File: config.mk
export PLATFORM = sky130hd
export DESIGN_NAME = mem_boot_loader
export DESIGN_NICKNAME = d
export VERILOG_FILES = /design/src/rtl/mem_boot_loader.sv
export SDC_FILE = /design/constraint.sdc
export NUM_CORES = 1
export LEC_CHECK = 0
export CORE_MARGIN = 2
export CORE_UTILIZATION = 35
export CTS_BUF_LIST = sky130_fd_sc_hd__clkbuf_4 sky130_fd_sc_hd__clkbuf_8
export DETAILED_ROUTE_END_ITERATION = 6
export SYNTH_ARGS = -nofsm -noshare
export SYNTH_HDL_FRONTEND = slang
export SYNTH_SLANG_ARGS = --single-unit
File: constraint.sdc
create_clock -name clk_i -period 15 [get_ports clk_i]
set_input_delay 4.5 -clock clk_i [delete_from_list [all_inputs] [get_ports clk_i]]
set_output_delay 4.5 -clock clk_i [all_outputs]
set_load 0.05 [all_outputs]
File: src/rtl/mem_boot_loader.sv
// Boot loader that streams command/data words into (or verifies against) NUM_MEMS
// single-port memories with active-low CEN/WEN/OEN, holding the core off via loading_o.
module mem_boot_loader #(
    parameter int ADDRESS_WIDTH = 11,
    parameter int DATA_WIDTH    = 32,
    parameter int NUM_MEMS      = 2,
    parameter int SEL_WIDTH     = 2,
    parameter int CNT_WIDTH     = 16
) (
    input  logic                           clk_i,
    input  logic                           rst_i,
    input  logic                           cmd_valid_i,
    output logic                           cmd_ready_o,
    input  logic                           cmd_mode_i,
    input  logic [SEL_WIDTH-1:0]           cmd_sel_i,
    input  logic [ADDRESS_WIDTH-1:0]       cmd_base_i,
    input  logic [ADDRESS_WIDTH:0]         cmd_count_i,
    input  logic                           data_valid_i,
    output logic                           data_ready_o,
    input  logic [DATA_WIDTH-1:0]          data_i,
    output logic [NUM_MEMS-1:0]            mem_cen_n_o,
    output logic [NUM_MEMS-1:0]            mem_wen_n_o,
    output logic [NUM_MEMS-1:0]            mem_oen_n_o,
    output logic [ADDRESS_WIDTH-1:0]       mem_addr_o,
    output logic [DATA_WIDTH-1:0]          mem_din_o,
    input  logic [NUM_MEMS*DATA_WIDTH-1:0] mem_dout_i,
    output logic                           loading_o,
    output logic                           done_o,
    output logic                           cmd_error_o,
    output logic [CNT_WIDTH-1:0]           mismatch_count_o,
    output logic [ADDRESS_WIDTH-1:0]       first_mismatch_addr_o
);

    // state | meaning
    // IDLE  | waiting for a command
    // XFER  | accepting stream beats, one memory access per beat
    // DRAIN | last access settling (1 cycle write, 2 cycles verify)
    typedef enum logic [1:0] {IDLE, XFER, DRAIN} state_t;

    state_t                   state_q, state_d;
    logic                     mode_q, mode_d;
    logic [SEL_WIDTH-1:0]     sel_q, sel_d;
    logic [ADDRESS_WIDTH-1:0] ptr_q, ptr_d;
    logic [ADDRESS_WIDTH:0]   rem_q, rem_d;
    logic                     drain_q, drain_d;
    logic [ADDRESS_WIDTH-1:0] addr_q, addr_d;
    logic [DATA_WIDTH-1:0]    din_q, din_d;
    logic [NUM_MEMS-1:0]      cen_q, cen_d, wen_q, wen_d, oen_q, oen_d;
    logic                     done_q, done_d, err_q, err_d;
    logic [CNT_WIDTH-1:0]     mcnt_q, mcnt_d;
    logic [ADDRESS_WIDTH-1:0] maddr_q, maddr_d;
    logic                     v0_q, v0_d, v1_q, v1_d;
    logic [DATA_WIDTH-1:0]    exp0_q, exp0_d, exp1_q, exp1_d;
    logic [ADDRESS_WIDTH-1:0] a0_q, a0_d, a1_q, a1_d;

    logic [NUM_MEMS-1:0]      sel_oh;
    logic [DATA_WIDTH-1:0]    rd_word;
    logic                     beat;

    assign cmd_ready_o  = (state_q == IDLE) && !rst_i;
    assign data_ready_o = (state_q == XFER) && (rem_q != '0);
    assign beat         = data_valid_i && data_ready_o;

    always_comb begin
        sel_oh  = '0;
        rd_word = '0;
        for (int i = 0; i < NUM_MEMS; i++) begin
            sel_oh[i] = (sel_q == SEL_WIDTH'(i));
            if (sel_q == SEL_WIDTH'(i)) rd_word = mem_dout_i[i*DATA_WIDTH +: DATA_WIDTH];
        end
    end

    always_comb begin
        state_d = state_q;
        mode_d  = mode_q;
        sel_d   = sel_q;
        ptr_d   = ptr_q;
        rem_d   = rem_q;
        drain_d = drain_q;
        addr_d  = addr_q;
        din_d   = din_q;
        cen_d   = '1;
        wen_d   = '1;
        oen_d   = '1;
        done_d  = 1'b0;
        err_d   = 1'b0;
        mcnt_d  = mcnt_q;
        maddr_d = maddr_q;
        v0_d    = 1'b0;
        exp0_d  = exp0_q;
        a0_d    = a0_q;
        v1_d    = v0_q;
        exp1_d  = exp0_q;
        a1_d    = a0_q;

        // Read issued two edges ago: memory output is now valid for comparison.
        if (v1_q && (rd_word != exp1_q)) begin
            if (mcnt_q == '0) maddr_d = a1_q;
            if (mcnt_q != '1) mcnt_d = mcnt_q + CNT_WIDTH'(1);
        end

        case (state_q)
            IDLE: begin
                if (cmd_valid_i && cmd_ready_o) begin
                    mode_d  = cmd_mode_i;
                    sel_d   = cmd_sel_i;
                    ptr_d   = cmd_base_i;
                    rem_d   = cmd_count_i;
                    drain_d = cmd_mode_i;
                    mcnt_d  = '0;
                    maddr_d = '0;
                    if (32'(cmd_sel_i) >= NUM_MEMS) err_d = 1'b1;
                    else if (cmd_count_i == '0)     done_d = 1'b1;
                    else                            state_d = XFER;
                end
            end
            XFER: begin
                if (beat) begin
                    addr_d = ptr_q;
                    ptr_d  = ptr_q + ADDRESS_WIDTH'(1);
                    rem_d  = rem_q - (ADDRESS_WIDTH+1)'(1);
                    cen_d  = ~sel_oh;
                    if (!mode_q) begin
                        wen_d = ~sel_oh;
                        din_d = data_i;
                    end else begin
                        oen_d = ~sel_oh;
                    end
                    v0_d   = mode_q;
                    exp0_d = data_i;
                    a0_d   = ptr_q;
                end else if (rem_q == '0) begin
                    state_d = DRAIN;
                end
            end
            DRAIN: begin
                if (!drain_q) begin
                    state_d = IDLE;
                    done_d  = 1'b1;
                end else begin
                    drain_d = 1'b0;
                end
            end
            default: state_d = IDLE;
        endcase
    end

    always_ff @(posedge clk_i or posedge rst_i) begin
        if (rst_i) begin
            state_q <= IDLE;
            mode_q  <= 1'b0;
            sel_q   <= '0;
            ptr_q   <= '0;
            rem_q   <= '0;
            drain_q <= 1'b0;
            addr_q  <= '0;
            din_q   <= '0;
            cen_q   <= '1;
            wen_q   <= '1;
            oen_q   <= '1;
            done_q  <= 1'b0;
            err_q   <= 1'b0;
            mcnt_q  <= '0;
            maddr_q <= '0;
            v0_q    <= 1'b0;
            exp0_q  <= '0;
            a0_q    <= '0;
            v1_q    <= 1'b0;
            exp1_q  <= '0;
            a1_q    <= '0;
        end else begin
            state_q <= state_d;
            mode_q  <= mode_d;
            sel_q   <= sel_d;
            ptr_q   <= ptr_d;
            rem_q   <= rem_d;
            drain_q <= drain_d;
            addr_q  <= addr_d;
            din_q   <= din_d;
            cen_q   <= cen_d;
            wen_q   <= wen_d;
            oen_q   <= oen_d;
            done_q  <= done_d;
            err_q   <= err_d;
            mcnt_q  <= mcnt_d;
            maddr_q <= maddr_d;
            v0_q    <= v0_d;
            exp0_q  <= exp0_d;
            a0_q    <= a0_d;
            v1_q    <= v1_d;
            exp1_q  <= exp1_d;
            a1_q    <= a1_d;
        end
    end

    assign mem_cen_n_o           = cen_q;
    assign mem_wen_n_o           = wen_q;
    assign mem_oen_n_o           = oen_q;
    assign mem_addr_o            = addr_q;
    assign mem_din_o             = din_q;
    assign loading_o             = (state_q != IDLE);
    assign done_o                = done_q;
    assign cmd_error_o           = err_q;
    assign mismatch_count_o      = mcnt_q;
    assign first_mismatch_addr_o = maddr_q;

endmodule

==> impl_metrics.csv <==
group,metric,value,unit
status,status,"complete, no violations",
sta,tightest_slew,1.17,ns
clocking,cts-hold-fix-buffers,0,
sta,max_freq,0.0942,GHz
clocking,htreeDepth,4,
die,dieArea,24700,µm²
clocking,cts_buffer_depth,2,
clocking,numCtsBuffers,17,
sta,timing.setup.tns,0,ns
logic_synthesis,synth.area.mux_share,8.85,%
die,start_util,35.2,%
grt,first_global_vias,6194,
route,ant_nets,0,
clocking,clockRootBuffer,"clkbuf_8",
sta,final-hold-violation-count,0,
finish,final_cell_mix,"206 x clkdlybuf4s50_1, 194 x nand2_1, 177 x dfrtp_1",
route,wl_per_cell,16.0,µm
logic_synthesis,syn_area_per_cell,10.2,µm²
pwr,leakage,4.80,nW
clocking,clk_pin_slew_worst_paths,0.09,ns
logic_synthesis,synth-compound-area-share,9.69,%
worst_setup_path,startpoint_type,"input pin",
worst_hold_path,hold_path.class,"register to register",
die,rows,56,
finish,final_common_cell,"clkdlybuf4s50_1",
finish,layout.nets,1126,
finish,n_antenna_cell,0,
route,avgViaCountPerCell,4.80,
finish,synthToLayoutAreaGrowth,33.8,%
route,wl,21300,µm
logic_synthesis,synthCells,804,
logic_synthesis,async_flop_share,100,%
placed_design,pre_cts_slack,4.38,ns
placed_design,port_buffers,206,
logic_synthesis,synth_top_family_by_area,"simple AND/OR/NAND/NOR gates",
finish,multiInputGateArea,3340,µm²
sta,fin_crit,10.61,ns
logic_synthesis,ys_seq_elements,184,
worst_setup_path,cp_max_fo,4,
logic_synthesis,synth_cell_types,56,
finish,seqCellArea,4610,µm²
finish,finish.utilization,47.2,%
die,pin_count,207,
worst_setup_path,reg2reg_setup_slack,11.81,ns
logic_synthesis,syn_nets,935,
logic_synthesis,synth_ff_type,"dfrtp_1",
worst_setup_path,setup.worst_path.class,"input pin to output port",
sta,drv_slew,0,
logic_synthesis,synth-xor-area-share,1.60,%
die,die_h,157,µm
clocking,postCtsSetupBuffers,0,
placed_design,gp_congestion,0.790,
sta,rsz0062_at_grt,"false",
sta,finalSetupViolations,0,
sta,whs,0.355,ns
grt,antenna_found_initial,0,
pwr,p_per_area,203,nW/µm²
sta,layout_setup_ws,4.39,ns
clocking,tritoncts,"done",
route,drtIter0Drc,287,
grt,grt_max_degree,108,
grt,gr-total-overflow,0,
worst_setup_path,cp.required,10.50,ns
sta,fin_crit_sh,70.7,%
clocking,clock_latency,0.46,ns
logic_synthesis,yosys.area_share.simple,19.8,%
logic_synthesis,synthAdderAreaFrac,0.763,%
clocking,clkSinkCount,184,
logic_synthesis,synth_top_area_share,54.3,%
sta,max_slew_margin,22.1,%
pwr,peakVddDrop,0.123,mV
grt,grt_use_total,17.6,%
finish,nFillCells,2230,
die,core,23300,µm²
logic_synthesis,ys_seq_area_share,56.2,%
worst_setup_path,crit_path_end_kind,"output port",
route,firstDrtPassIters,6,
clocking,post_cts_resized,0,
logic_synthesis,synth-edff-count,0,
placed_design,dp_hpwl,14700,µm
sta,finalClockSkew,0.0148,ns
flow_run,maxCapViolations,0,
finish,layout-drive-gt1-share,10.1,%
route,vias,6367,
grt,grt_pass1_wl,33700,µm
logic_synthesis,ys.warnings.count,0,
logic_synthesis,yosysTopAreaCell,"dfrtp_1",
die,die_w,157,µm
logic_synthesis,netlist_area,8200,µm²
worst_setup_path,worstPathArrival,6.11,ns
route,drcViolationCount,0,
logic_synthesis,netlist_top_cells_area,"dfrtp_1 54%, nand2_1 8.9%, mux2_2 4.7%",
[final timing paths]
path                       startpoint          end  depth (start not counted)
max                             rst_i  cmd_ready_o                          3
max reg2reg                  rem_q[4]     ptr_q[4]                          8
min in group asynchronous       rst_i       done_o                          2
min                              v0_q         v1_q                          0
max in group asynchronous       rst_i     ptr_q[1]                          3
min reg2reg                      v0_q         v1_q                          0
[critical path, stage by stage]
cell and delay [ns]:
clkdlybuf4s50_1 0.51, nor2_1 0.25, clkdlybuf4s50_1 0.85
[metrics by stage]
step	instance area (µm²)	cells	total power, mW
after floorplan	8200	804	1.55
after global placement	10500	1295	1.86
after detailed placement	10500	1295	1.88
after CTS	11000	1327	2.26
after global routing	11000	1327	2.39
final	11000	1327	2.23
[cells in the mapped netlist, types with 6 or more instances]
| cell | count |
|---|---|
| a21oi_1 | 41 |
| nor3_1 | 21 |
| a31oi_1 | 9 |
| and3_1 | 13 |
| clkbuf_1 | 21 |
| nand2_1 | 194 |
| o21ai_0 | 46 |
| nand4_1 | 10 |
| inv_1 | 10 |
| nand3_1 | 18 |
| dfstp_2 | 6 |
| buf_1 | 6 |
| mux2_2 | 34 |
| mux2i_1 | 32 |
| xnor2_1 | 13 |
| o22ai_1 | 7 |
| nor2_1 | 45 |
| dfrtp_1 | 178 |
| buf_2 | 10 |
[metal layers]
metal / share of wire, % / GRT usage [%] / wire, µm / up-vias
met1: 46 / 23.9 / 9750 / 3071
li1: - / - / - / 3168
met5: 0 / 0 / 0 / -
met2: 49 / 29.1 / 10500 / 116
met4: 0.92 / 4.63 / 196 / 0
met3: 4.0 / 3.19 / 840 / 12
[cells by family (layout without fill, tap and decap cells)]
family	Yosys count	count (layout)
mux	67	67
compound gates	133	133
xor+xnor	15	15
flops	184	184
fa+ha+maj	5	5
buf+inv	53	257
simple gates	347	347
[sequential cells by signal (all words and copies together), names as in the netlist, 2 cells and up]
register               flops
a0_q                      11
a1_q                      11
exp0_q                    32
exp1_q                    32
first_mismatch_addr_o     11
mem_cen_n_o                2
mem_din_o                 32
mem_oen_n_o                2
mem_wen_n_o                2
mismatch_count_o          16
ptr_q                     11
rem_q                     12
sel_q                      2
state_q                    2
[where the power goes]
| part | total, mW | switching [mW] | internal, mW |
|---|---|---|---|
| logic | 1.03 | 0.643 | 0.386 |
| clock network | 0.373 | 0.193 | 0.180 |
| registers | 0.830 | 0.129 | 0.701 |
[final cells by class]
| cell class | count | share of cell area, % |
|---|---|---|
| Clock buffer | 19 | 2.38 |
| Sequential cell | 184 | 42.0 |
| Multi-Input combinational cell | 567 | 30.5 |
| Tap cell | 319 | 3.64 |
| Inverter | 10 | 0.410 |
| Timing Repair Buffer | 215 | 19.4 |
| Clock inverter | 13 | 1.65 |
(Power assumes the default switching activity.)
==> edit 1: new RTL, same settings <==
Put one more register stage on the output `mismatch_count_o`, cleared by the reset. The value now appears one clock later. The other outputs are not delayed to match.
--- a/src/rtl/mem_boot_loader.sv
+++ b/src/rtl/mem_boot_loader.sv
@@ -202,5 +202,11 @@
     assign done_o                = done_q;
     assign cmd_error_o           = err_q;
-    assign mismatch_count_o      = mcnt_q;
+    always_ff @(posedge clk_i or posedge rst_i) begin
+        if (rst_i) begin
+            mismatch_count_o <= '0;
+        end else begin
+            mismatch_count_o <= mcnt_q;
+        end
+    end
     assign first_mismatch_addr_o = maddr_q;
 
Function: changed (a bounded check fails within 10 cycles, from zero or initial values and one cycle with rst_i high).
==> edit 1 against the original RTL <==
- fmax barely moved
- register-to-register slack got worse by 0.31 ns
- synthesized area up 5.5%
- clock power up 2%
- worst setup slack worse by 0.0014 ns
- synthesized cell count is 4.5% higher
- wire length is 5.2% higher
- critical endpoint unchanged
- total power is 3.9% lower
- largest power group unchanged
- global-route usage up 0.11 points
- critical path depth did not move
- first-iteration DRC count is 37% higher
- cell count is 2.5% higher
- largest cell class unchanged
- sequential cell count increased by 16
- design area grew 3.6%
==> edit 1: results (changes against the original RTL) <==
* Status: complete, no violations
* Net count of the finished layout at 1154 (+2.5%)
* DRT iter0 DRCs at 392 (+37%)
* Leakage power at 4.90 nW (+2.0%)
* Number of CTS-inserted buffers at 17 (unchanged)
* Number of detailed-route iterations in the first pass at 5 (-1)
* Aggregate negative setup slack at 0 ns (unchanged)
* Via count of the first global-routing pass at 6567 (+6.0%)
* Proportion of register bits with asynchronous set or reset after synthesis at 100% (unchanged)
* Fraction of the yosys area taken by sequential cells at 57.9% (+1.7 points)
* Critical path's largest stage delay at 0.85 ns (about the same)
* Count of buffers inserted at the top-level ports at 206 (unchanged)
* Root Driver: sky130_fd_sc_hd__clkbuf_8
* Skew-Pair Late Insertion Delay at 0.48 ns (+0.02 ns)
* Fraction of final layout cells with drive strength greater than 1 at 9.07% (-1.0 points)
* Commonest cells post-synth: sky130_fd_sc_hd__dfrtp_1 (194), sky130_fd_sc_hd__nand2_1 (184), sky130_fd_sc_hd__o21ai_0 (67), sky130_fd_sc_hd__a21oi_1 (59), sky130_fd_sc_hd__clkbuf_1 (36)
* Wire length of the first global-routing pass at 36.4 mm (+8.0%)
* Arrival @ worst endpoint at 6.11 ns (about the same)
* Total GRT Usage at 17.7% (+0.11 points)
* Cell variety after synth at 49 (-13%)
* Total of fill cells in the finished design at 2303 (+3.3%)
* Gate count of the mapped netlist at 840 (+4.5%)
* CTS H-tree lvls at 4 (unchanged)
* Slew of the pin with the lowest slew margin at 1.04 ns (-0.121 ns)
* Hold Crit Class: register to register
* Cell total after placement at 1328 (+2.5%)
* Resized Gates After CTS at 0 (unchanged)
* Max VDD drop at 0.000102 V (-17%)
* Antenna violation net count after detailed routing at 0 (unchanged)
* Count of antenna diodes in the layout at 0 (unchanged)
* Worst-case clock skew at 0.0183 ns (+0.00352 ns)
* Post-place setup slack at 4.41 ns (+0.0210 ns)
* Largest net degree at the start of global routing at 126 (+17%)
* Bufs on Longest Clock Path at 2 (unchanged)
* Final Wtd Congestion at 0.806 (+2.1%)
* Cell types with the largest area share after synthesis: sky130_fd_sc_hd__dfrtp_1 (56%), sky130_fd_sc_hd__nand2_1 (8.0%), sky130_fd_sc_hd__mux2_2 (4.3%)
* Total Routed Length at 22.4 mm (+5.2%)
* Synthesized netlist net count at 971 (+3.9%)
* DP Wirelength at 15.6 mm (+6.5%)
* Clk pin slew, worst setup/hold paths at 0.11 ns (+0.02 ns)
* Non-filler cells in the finished layout at 1360 (+2.5%)
* Post-CTS repair timing setup buffer count at 0 (unchanged)
* Slowest cell on the critical path: sky130_fd_sc_hd__clkdlybuf4s50_1
* Number of synthesis warnings at 0 (unchanged)
* Worst-path fanout max at 4 (unchanged)
* Initial antenna violation count at 0 (unchanged)
* Detailed-route via count at 6727 (+5.7%)
## edit 1: metal layers
layer	up-vias	part of all wire (%)	GRT usage, %
met4	0	0.97	3.86
li1	3311	-	-
met3	14	2.8	3.11
met1	3285	48	25.3
met5	-	0	0
met2	117	48	28.4
## edit 1: cell families after synthesis
logic type                 synth area share, %
xor gates and xnor gates                 0.405
buffers and inverters                     3.51
DFF                                       57.9
and+or+nand+nor                           18.7
muxes                                     8.26
adders and majority gates                0.723
AOI/OAI and AO/OA                         10.5
## edit 1: path summary, 6_finish.rpt
check	start	endpoint	slack, ns	depth (start not counted)
setup / recovery	rst_i	cmd_ready_o	4.39	3
hold / removal	v0_q$_DFF_PP0_	v1_q$_DFF_PP0_	0.37	0
setup reg to reg	state_q[1]$_DFFE_PP0P_	rem_q[1]$_DFFE_PP0P_	11.50	6
hold reg to reg	v0_q$_DFF_PP0_	v1_q$_DFF_PP0_	0.37	0
max in group asynchronous	rst_i	exp0_q[15]$_DFFE_PP0P_	8.84	3
min in group asynchronous	rst_i	done_o$_DFF_PP0_	4.62	2
## edit 1: power breakdown
group	switching [mW]	internal [mW]	leakage [nW]
clock network	0.231	0.150	0.224
registers	0.146	0.719	2.47
logic	0.557	0.341	2.21
total	0.935	1.21	4.90
## edit 1: area by class of cell
type | instances | share of cell area, %
repair buffers | 211 | 18.5
clock inverters | 15 | 1.87
clock buffers | 17 | 2.06
well taps | 324 | 3.56
flip-flops and latches | 200 | 44.1
multi-input cells | 579 | 29.4
inverters | 14 | 0.528
## edit 1: critical path, delay by kind of cell
| family | cells | cell delay (ns) |
|---|---|---|
| and+or+nand+nor | 1 | 0.25 |
| buffers and inverters | 2 | 1.36 |
## edit 1: per-stage QoR
step	cell area [um2]	power, mW
floorplan	8650	1.47
global placement	10900	1.77
global route	11400	2.28
detailed placement	10900	1.78
finish	11400	2.14
CTS	11400	2.17
==> edit 2: new RTL, same settings <==
Without the edit above. `ADDRESS_WIDTH`: 11 -> 13.
--- a/src/rtl/mem_boot_loader.sv
+++ b/src/rtl/mem_boot_loader.sv
@@ -2,5 +2,5 @@
 // single-port memories with active-low CEN/WEN/OEN, holding the core off via loading_o.
 module mem_boot_loader #(
-    parameter int ADDRESS_WIDTH = 11,
+    parameter int ADDRESS_WIDTH = 13,
     parameter int DATA_WIDTH    = 32,
     parameter int NUM_MEMS      = 2,
Interface: changed (resized cmd_base_i, cmd_count_i, first_mismatch_addr_o and mem_addr_o); port bits go from 207 to 215. The function was not compared with the original's and may differ.
==> edit 2 against the original RTL <==
- synthesized area is 6.4% higher
- fmax barely moved
- worst setup slack gained 0.0061 ns
- sequential cell count grew 10
- via count grew 9.0%
- worst hold slack gained 0.0012 ns
- clock skew is 0.0077 ns higher
- largest power group unchanged
- critical path type unchanged
- design area up 4.5%
- clock power down 13%
- total power decreased by 4.0%
- global-route usage is 0.076 points higher
- register-to-register slack worse by 0.21 ns
- wire length is 7.4% higher
==> edit 2: results (changes against the original RTL) <==
* Wire length of the first global-routing pass at 36.1 mm (+7.3%)
* Placed Instance Area at 11100 um2 (+5.4%)
* Total GRT Usage at 17.7% (+0.076 points)
* Cell types with the largest area share after synthesis: sky130_fd_sc_hd__dfrtp_1 (54%), sky130_fd_sc_hd__nand2_1 (8.6%), sky130_fd_sc_hd__mux2i_1 (4.8%)
* Status: complete, no violations
* Reg-to-reg setup timing slack at 11.60 ns (-0.21 ns)
* Worst-path fanout max at 4 (unchanged)
* Leakage power at 5.04 nW (+4.9%)
* Number of detailed-route iterations in the first pass at 5 (-1)
* Fraction of the yosys area taken by sequential cells at 55.7% (-0.51 points)
* Non-filler cells in the finished layout at 1392 (+4.9%)
* Detailed-route via count at 6938 (+9.0%)
* Total Routed Length at 22.8 mm (+7.4%)
* Largest net degree at the start of global routing at 120 (+11%)
* DP Wirelength at 15.8 mm (+7.7%)
* Root Driver: sky130_fd_sc_hd__clkbuf_8
* Combinational Power at 0.964 mW (-6%)
* Synthesized netlist net count at 996 (+6.5%)
* Commonest cells post-synth: sky130_fd_sc_hd__nand2_1 (199), sky130_fd_sc_hd__dfrtp_1 (188), sky130_fd_sc_hd__a21oi_1 (52), sky130_fd_sc_hd__o21ai_0 (47), sky130_fd_sc_hd__mux2i_1 (42)
* DRT iter0 DRCs at 464 (+62%)
* Final Wtd Congestion at 0.778 (-1.5%)
* Fraction of final layout cells with drive strength greater than 1 at 9.55% (-0.57 points)
* Gate count of the mapped netlist at 861 (+7.1%)
* Achievable Freq at 94.3 MHz (about the same)
* Compound-cell area share of the yosys netlist at 10.5% (+0.85 points)
* Share of synthesized cell area in full adder, half adder and majority cells at 0.717% (-0.046 points)
* Proportion of synthesized area in mux cells at 9.64% (+0.79 points)
* Worst flop-to-flop path endpoint: mismatch_count_o[6]$_DFF_PP0_
* Post-place setup slack at 4.40 ns (+0.0135 ns)
* Launching point of the worst reg2reg path: sel_q[0]$_DFFE_PP0P_
* Final hold slack at 0.356 ns (+0.00121 ns)
* Slew of the pin with the lowest slew margin at 1.13 ns (-0.0306 ns)
* P_int at 1.20 mW (-5.3%)
* Max VDD drop at 0.000103 V (-16%)
* Proportion of power drawn by the clock network at 15.2% (-1.5 points)
* Net count of the finished layout at 1191 (+5.8%)
edit 2: cell count changes in the layout (fill, tap and decap cells not counted), moves of 6 or more:
cell,delta
sky130_fd_sc_hd__or3_1,+13
sky130_fd_sc_hd__a21oi_1,+11
sky130_fd_sc_hd__dfrtp_1,+10
sky130_fd_sc_hd__mux2i_1,+10
sky130_fd_sc_hd__xnor2_1,-10
sky130_fd_sc_hd__inv_1,+9
sky130_fd_sc_hd__clkdlybuf4s50_1,+8
sky130_fd_sc_hd__nor2_1,-7
sky130_fd_sc_hd__and3_1,-6
edit 2: worst max-delay path: cells and delay by family:
| family | cells | cell delay, ns |
|---|---|---|
| AND/OR/NAND/NOR | 1 | 0.25 |
| buffers and inverters | 2 | 1.35 |
edit 2: area by class of cell:
class / count / share of cell area [%]
timing repair buffer: 221 / 19.1
clock buffer: 19 / 2.23
inverter: 19 / 0.687
sequential: 194 / 42.4
multi-input combinational: 603 / 31.1
tap: 324 / 3.53
clock inverter: 12 / 0.971
edit 2: worst max-delay path by stage:
| stage | startpoint | end |
|---|---|---|
| after global placement | rst_i | cmd_ready_o |
| after floorplan | rst_i | a0_q[0]$_DFFE_PP0P_ |
| after global routing | rst_i | cmd_ready_o |
| final | rst_i | cmd_ready_o |
| after CTS | rst_i | cmd_ready_o |
| after detailed placement | rst_i | cmd_ready_o |
edit 2: per-layer routing:
layer | up-vias | share of wire [%] | global-route usage, %
met5 | - | 0 | 0
met4 | 0 | 1.4 | 4.95
met3 | 16 | 5.0 | 3.47
met2 | 175 | 47 | 28.0
met1 | 3354 | 47 | 24.8
li1 | 3393 | - | -
